`src/rtl/control_fsm_pkg.sv`:
```
// -----------------------------------------------------------------------------
// control_fsm_pkg
// Shared definitions for the instruction-cycle sequencer and the
// control-signal unit that decodes its state code.
//   STATE_W          : width of the state code (4)
//   state_e          : state codes S_RESET..S_STEP_WAIT (9..15 illegal)
//   OP_NOP / OP_HALT : opcodes the sequencer handles without the ULA
// -----------------------------------------------------------------------------
package control_fsm_pkg;

    localparam int unsigned STATE_W = 4;

    typedef enum logic [STATE_W-1:0] {
        S_RESET      = 4'd0,
        S_FETCH      = 4'd1,
        S_FETCH_WAIT = 4'd2,
        S_DECODE     = 4'd3,
        S_ULA_OP     = 4'd4,
        S_ULA_WAIT   = 4'd5,
        S_STORE_RES  = 4'd6,
        S_HALT       = 4'd7,
        S_STEP_WAIT  = 4'd8
    } state_e;

    localparam logic [3:0] OP_NOP  = 4'h0;
    localparam logic [3:0] OP_HALT = 4'hF;

endpackage

```
`src/rtl/control_fsm.sv`:
```
// -----------------------------------------------------------------------------
// control_fsm
// Instruction-cycle sequencer: fetch -> decode -> execute -> write-back.
// Produces the 4-bit state code for the control-signal unit, latches the
// opcode that selects the ULA operation and counts retired instructions.
//
// Optional feature macro: CONTROL_FSM_STEP_MODE_EN
//   defined   : `step` port exists; S_STORE_RES -> S_STEP_WAIT, step=1 -> S_FETCH
//   undefined : no `step` port; code 8 is illegal like 9..15
//
// Parameters
//   CNT_W         : width of the retired-instruction counter (wraps, no saturation)
//   MC_OPCODE_MIN : opcodes MC_OPCODE_MIN..4'hE are multi-cycle ULA ops
// Ports
//   clk          in   rising-edge clock
//   rst_n        in   asynchronous active-low reset
//   start        in   leave S_RESET / S_HALT
//   opcode       in   opcode of the fetched instruction, sampled in S_DECODE
//   rom_ready    in   ROM data valid, sampled in S_FETCH_WAIT
//   ula_done     in   multi-cycle ULA result valid, sampled in S_ULA_WAIT
//   step         in   single-step advance (step mode only)
//   state        out  current state code (also the FSM debug view)
//   opcode_q     out  latched opcode
//   instr_count  out  retired-instruction count
//   halted       out  high in S_HALT
//   busy         out  high except in S_RESET, S_HALT, S_STEP_WAIT
//
// Handshake: rom_ready, ula_done and step are level "valid" signals from the
// responder. The sequencer is implicitly ready only while sitting in the one
// wait state that samples each of them; a transfer happens on the rising edge
// where that state and the valid are both high. Outside that state the valid
// is ignored, so an early pulse is lost rather than remembered.
// -----------------------------------------------------------------------------
module control_fsm
    import control_fsm_pkg::*;
#(
    parameter int unsigned        CNT_W         = 16,
    parameter logic [STATE_W-1:0] MC_OPCODE_MIN = 4'h8
) (
    input  logic               clk,
    input  logic               rst_n,
    input  logic               start,
    input  logic [3:0]         opcode,
    input  logic               rom_ready,
    input  logic               ula_done,
`ifdef CONTROL_FSM_STEP_MODE_EN
    input  logic               step,
`endif
    output logic [STATE_W-1:0] state,
    output logic [3:0]         opcode_q,
    output logic [CNT_W-1:0]   instr_count,
    output logic               halted,
    output logic               busy
);

    state_e             state_q, state_d;
    logic [3:0]         op_q, op_d;
    logic [CNT_W-1:0]   count_q, count_d;
    logic               retire;

    always_ff @(posedge clk or negedge rst_n) begin
        if (!rst_n) begin
            state_q <= S_RESET;
            op_q    <= OP_NOP;
            count_q <= '0;
        end else begin
            state_q <= state_d;
            op_q    <= op_d;
            count_q <= count_d;
        end
    end

    always_comb begin
        state_d = state_q;
        op_d    = op_q;
        retire  = 1'b0;
        case (state_q)
            S_RESET: begin
                if (start) state_d = S_FETCH;
            end
            // Exactly one cycle, so the PC/ROM strobes fire once per instruction.
            S_FETCH: begin
                state_d = S_FETCH_WAIT;
            end
            S_FETCH_WAIT: begin
                if (rom_ready) state_d = S_DECODE;
            end
            S_DECODE: begin
                op_d = opcode;
                if (opcode == OP_HALT) begin
                    state_d = S_HALT;
                    retire  = 1'b1;
                end else if (opcode == OP_NOP) begin
                    state_d = S_FETCH;
                    retire  = 1'b1;
                end else begin
                    state_d = S_ULA_OP;
                end
            end
            // HALT never reaches here, but the explicit exclusion keeps the
            // multi-cycle range MC_OPCODE_MIN..4'hE regardless of how the
            // range test is written.
            S_ULA_OP: begin
                if ((op_q >= MC_OPCODE_MIN) && (op_q != OP_HALT))
                    state_d = S_ULA_WAIT;
                else
                    state_d = S_STORE_RES;
            end
            S_ULA_WAIT: begin
                if (ula_done) state_d = S_STORE_RES;
            end
            S_STORE_RES: begin
                retire  = 1'b1;
`ifdef CONTROL_FSM_STEP_MODE_EN
                state_d = S_STEP_WAIT;
`else
                state_d = S_FETCH;
`endif
            end
            S_HALT: begin
                if (start) state_d = S_FETCH;
            end
`ifdef CONTROL_FSM_STEP_MODE_EN
            S_STEP_WAIT: begin
                if (step) state_d = S_FETCH;
            end
`endif
            // Illegal codes (and S_STEP_WAIT when step mode is off) recover.
            default: begin
                state_d = S_RESET;
            end
        endcase
    end

    assign count_d = retire ? count_q + CNT_W'(1) : count_q;

    assign state       = state_q;
    assign opcode_q    = op_q;
    assign instr_count = count_q;
    assign halted      = (state_q == S_HALT);
    assign busy        = !((state_q == S_RESET) || (state_q == S_HALT) ||
                           (state_q == S_STEP_WAIT));

endmodule

```
`config.mk`:
```
export PLATFORM = sky130hd
export DESIGN_NAME = control_fsm
export DESIGN_NICKNAME = d
export VERILOG_FILES = /design/src/rtl/control_fsm_pkg.sv /design/src/rtl/control_fsm.sv
export SDC_FILE = /design/constraint.sdc
export NUM_CORES = 1
export LEC_CHECK = 0
export ABC_AREA = 1
export CELL_PAD_IN_SITES_DETAIL_PLACEMENT = 2
export CELL_PAD_IN_SITES_GLOBAL_PLACEMENT = 2
export CORE_UTILIZATION = 27
export CTS_BUF_LIST = sky130_fd_sc_hd__clkbuf_2 sky130_fd_sc_hd__clkbuf_4 sky130_fd_sc_hd__clkbuf_8
export DETAILED_ROUTE_END_ITERATION = 7
export PLACE_DENSITY_LB_ADDON = 0.3
export SYNTH_ARGS = -nofsm -noshare
export SYNTH_HDL_FRONTEND = slang
export SYNTH_SLANG_ARGS = --single-unit
```
`constraint.sdc`:
```
create_clock -name clk -period 1.71 [get_ports clk]
set_input_delay 0.342 -clock clk [delete_from_list [all_inputs] [get_ports clk]]
set_output_delay 0.342 -clock clk [all_outputs]
set_load 0.05 [all_outputs]
```
# Word level (Yosys, flattened, before mapping)
# Cells that the tools add are included.
# word_totals
reg_bits,24
output_inout_bits,26
word_cells,36
# classes
n_addsub,1
n_lt_le_gt_ge,1
n_eq_ne,13
muxes,10
n_reduce_logical,8
# ops
cell,n
one-hot mux 4 bit (7 select lines),1
adder 16 x 1 -> 16 bit (second input constant),1
== test 4 x 3 -> 1 bit (second input constant),4
two-way mux 4 bit,3
== test 4 x 2 -> 1 bit (second input constant),2
== test 4 bit (second input constant),2
logical NOT 4 bit,2
two-way mux 3 bit,2
== test 4 x 1 -> 1 bit (second input constant),1
>= comparator 4 bit (second input constant),1
!= test 2 bit (second input constant),2
!= test 4 bit (second input constant),1
AND reduction 3 bit,1
logical OR 1 bit,2
two-way mux 1 bit,2
two-way mux 2 bit,1
!= test 2 x 1 -> 1 bit (second input constant),1
one-hot mux 1 bit (2 select lines),1
OR reduction 2 bit,1
logical AND 1 bit,1
logical NOT 1 bit,1

# Depth between registers and ports, before layout
# logic_depth
word_depth,4
depth_mapped,8
depth_no_buf,8

# Worst setup path before layout
# OpenSTA, ideal clock, no wires.
# synth_path
kind,reg-to-output
start,"register state_q[2], in the netlist state[2]"
end,output port busy
arrival_ps,1969
t_required_ps,1368
setup_slack_ps,-601
stages_incl_launch_ff,5
cell_sequence,dfrtp_1 clkbuf_1 nand3_1 inv_1 a21oi_1
# synth_via
elab_chain_len,4
# synth_lines
item,line,text
from (decl),control_fsm.sv:56,"state_e state_q, state_d;"
from (signal assigned),control_fsm.sv:67,state_q <= state_d;
== test 4 x 3 -> 1 bit,n/a,
named net halted,control_fsm.sv:52,"output logic halted,"
logical OR 1 bit (2 in series),control_fsm.sv:141,assign busy = !((state_q == S_RESET) || (state_q == S_HALT) ||
logical NOT 1 bit,control_fsm.sv:141,
to (decl),control_fsm.sv:53,output logic busy
# The timed path passes the listed nets, and every way through them passes these cells.

# Worst setup path after layout
# layout_path
start,"register state_q[0], in the netlist state[0]"
end,output port busy
# layout_via
elab_chain_len,4
# layout_lines
item,line
== test 4 x 3 -> 1 bit or logical NOT 4 bit (tied branches),control_fsm.sv:141
logical OR 1 bit,control_fsm.sv:141
logical OR 1 bit *,control_fsm.sv:141
logical NOT 1 bit *,control_fsm.sv:141
# Mark *: on every way between the ends. The rest lies on a longest branch, timed or not.

==> results.md <==
- Arrival @ worst endpoint: 1.31 ns
- Setup slack of the most critical reg-to-reg path: 0.17 ns
- Standard-cell rows: 26
- Core Box Area: 0.00514 mm^2
- Number of distinct library cell variants in the gate-level netlist after synthesis: 21
- Final weighted congestion of routability-driven global placement: 0.748
- Antenna violations before repair: 0
- Vias: 1507
- Number of detailed-route iterations in the first pass: 3
- Yosys warning count: 0
- Shortest clock period the worst path allows after layout: 1.65 ns
- Maximum clock skew at final layout: 0.00492 ns
- Nets: 269
- Num ports: 35
- Number of vias per cell after detailed routing: 4.59
- Beginning of the worst register-to-register path: instr_count[2]
- WS Path Type: reg2out
- Detail Placement HPWL: 3800 um
- Number of flip-flops and latches in the synthesized netlist: 23
- Post-Syn Instances: 212
- Area of the die: 0.00565 mm^2
- Total instance count after detailed placement: 318
- Width of the die: 75.2 um
- Crit path from: state[0]
- Number of levels the H-tree was split into: 1
- Largest net degree at the start of global routing: 24
- Power density normalized to cell area: 1520 mW/mm^2
- Final Hold Slack: 0.431 ns
- Remaining global-route overflow: 0
- Non-filler instance count after layout: 328
- Clock-pin slew on the worst setup and hold paths: 0.09 ns
- Worst r2r dst: instr_count[15]
- Worst R2R Path Depth: 7
- Simple-gate share of the synthesized area: 40.7%
- Routed Wire Length: 4830 um
- Run status: finished, final reports clean
- Adder and majority gate portion of the synthesized area: 0.865%
- Share of layout cells above drive strength 1: 22.1%
- Overall die height: 75.2 um
- Standby leakage power: 0.000961 uW
- Syn_area_per_cell: 6.82 um^2
- Number of buffers between clock root and the deepest sink: 2
- Number of remaining DRC errors: 0
- Worst voltage drop across the vdd grid: 0.761 mV
- First-pass GRT wire length: 7740 um
- CTS Root Buffer Type: sky130_fd_sc_hd__clkbuf_8
- Final hold violation count: 0
- Crit path launch type: register
- Critical path endpoint: busy
- Synthesized Nets: 222
- Fraction of the mapped netlist area in compound gates: 5.54%
- Critical Path Fanout Max: 6
- Setup TNS: 0 ns
- Fraction of synthesized cell area in xor and xnor cells: 4.24%
- Multiplexer share of the synthesized area: 0%
- CTS tree: yes
- Count of antenna diodes in the layout: 0
- Final design utilization: 39.3%
- Final setup violating endpoints: 0
- Worst min-delay path class: in2async
- Number of max-cap violations: 0
- Effective utilization at floorplan: 28.1%
- Synthesis-to-finish area growth: 39.8%
- Portion of the post-synthesis area used by sequential elements: 39.8%
- CTS Buf Count: 3
- Global-route usage over all layers: 18.4%
- Number of sinks handled by clock tree synthesis: 23
- Port Buf Inserts: 33
- WP data required: 1.37 ns
- Max Transition Viols Final: 0
- Combinational family with the most area after synthesis: simple AND/OR/NAND/NOR gates
- Detailed Route Iter0 Violations: 46
- DRT antenna net count: 0
- Final worst-path cycle share: 96.6%
- Via count of the first global-routing pass: 1590
- Sort of element at the end of the critical path: primary output
- Post-Syn Area: 0.00145 mm^2
- Average wire per cell in the routed design: 14.7 um
- RSZ-0062 raised after global routing: false
- Clk Latency, worst-skew pair: 0.27 ns
- Peak Freq: 0.605 GHz
- # hold bufs at CTS: 0
## stage by stage
| stage | total power (uW) | cell area (um^2) | setup slack [ns] |
|---|---|---|---|
| after floorplan | 1950 | 1490 | -0.0671 |
| after global placement | 2590 | 1930 | 0.0680 |
| after detailed placement | 2650 | 1930 | -0.0241 |
| after CTS | 3030 | 1970 | 0.0288 |
| after global routing | 3280 | 2020 | 0.00698 |
| final | 3080 | 2020 | 0.0577 |
## worst max-delay path, cell delays in order (launching register included)
cell and delay, ns:
sky130_fd_sc_hd__dfrtp_2 0.49, sky130_fd_sc_hd__nand3_4 0.12, sky130_fd_sc_hd__clkinvlp_4 0.12, sky130_fd_sc_hd__a21oi_4 0.15, sky130_fd_sc_hd__buf_12 0.15
## cells in the final DEF (no fill, tap or decap)
master,instances
sky130_fd_sc_hd__nor3_4,1
sky130_fd_sc_hd__nand3b_1,1
sky130_fd_sc_hd__a21oi_4,1
sky130_fd_sc_hd__nand4_1,7
sky130_fd_sc_hd__nor2_1,22
sky130_fd_sc_hd__clkbuf_8,3
sky130_fd_sc_hd__nand2_4,2
sky130_fd_sc_hd__inv_1,21
sky130_fd_sc_hd__dfrtp_2,5
sky130_fd_sc_hd__buf_4,32
sky130_fd_sc_hd__o21ai_0,13
sky130_fd_sc_hd__conb_1,1
sky130_fd_sc_hd__nand2_1,88
sky130_fd_sc_hd__nand3b_2,1
sky130_fd_sc_hd__nand3_1,12
sky130_fd_sc_hd__a21oi_1,2
sky130_fd_sc_hd__clkinvlp_4,1
sky130_fd_sc_hd__dfrtp_1,18
sky130_fd_sc_hd__or2_2,1
sky130_fd_sc_hd__buf_12,6
sky130_fd_sc_hd__inv_2,1
sky130_fd_sc_hd__clkbuf_4,1
sky130_fd_sc_hd__ha_1,1
sky130_fd_sc_hd__xor2_1,7
sky130_fd_sc_hd__nand3_4,1
sky130_fd_sc_hd__nor2_2,1
sky130_fd_sc_hd__clkdlybuf4s50_1,8
## registers in the layout, indices dropped and copies added (netlist names)
register / cells
state: 3
opcode_q: 4
instr_count: 16
## synth_stat cells
library cell	count	share of area, %
sky130_fd_sc_hd__nand2_4	2	1.6
sky130_fd_sc_hd__buf_6	1	0.78
sky130_fd_sc_hd__o21ai_0	13	4.5
sky130_fd_sc_hd__buf_4	1	0.52
sky130_fd_sc_hd__nand4_1	7	3.0
sky130_fd_sc_hd__inv_1	22	5.7
sky130_fd_sc_hd__buf_8	1	1.0
sky130_fd_sc_hd__inv_2	1	0.26
sky130_fd_sc_hd__nand3b_1	1	0.52
sky130_fd_sc_hd__nand3b_2	1	0.78
sky130_fd_sc_hd__nand2_1	88	23
sky130_fd_sc_hd__or2_2	1	0.43
sky130_fd_sc_hd__ha_1	1	0.86
sky130_fd_sc_hd__nor2_1	23	6.0
sky130_fd_sc_hd__dfrtp_1	23	40
sky130_fd_sc_hd__clkbuf_1	1	0.26
sky130_fd_sc_hd__nor3_4	1	1.1
sky130_fd_sc_hd__nand3_1	13	4.5
sky130_fd_sc_hd__xor2_1	7	4.2
sky130_fd_sc_hd__conb_1	1	0.26
sky130_fd_sc_hd__a21oi_1	3	1.0
## layer usage
metal	GRT usage (%)	share of wire, %
met1	23.8	46
met2	33.2	51
met3	2.41	2.1
met4	3.09	0.75
met5	0	0
## where the power goes
| group | switching (uW) | leakage [uW] | internal, uW |
|---|---|---|---|
| clock | 190 | 0.0000262 | 183 |
| sequential | 177 | 0.000298 | 680 |
| combinational | 1140 | 0.000637 | 716 |
## kinds of logic after synthesis
logic type | after synthesis
xor gates and xnor gates | 7
buffers and inverters | 27
other | 1
and+or+nand+nor | 137
adders and majority gates | 1
DFF | 23
AOI/OAI and AO/OA | 16
## final cells by class
cell class	instances	area, um^2
fillers	628	3120
flip-flops and latches	23	582
inverters	23	90.1
well taps	70	87.6
clock buffers	4	48.8
repair buffers	46	440
multi-input cells	162	773
## what timing repair did
action,in CTS,in global routing
buffers inserted,0,6
resized for setup,0,1
endpoints found under the setup margin,0,2
## worst min-delay path by stage
stage / start / end / slack [ns]
after global placement: opcode_q[3] / opcode_q[3] / 0.50
final: rst_n / instr_count[5] / 0.43
after detailed placement: opcode_q[3] / opcode_q[3] / 0.51
after global routing: rst_n / instr_count[15] / 0.46
after CTS: rst_n / instr_count[5] / 0.44
after floorplan: rst_n / instr_count[0] / 0.05
Note: power is estimated with default switching activity, not from simulation.
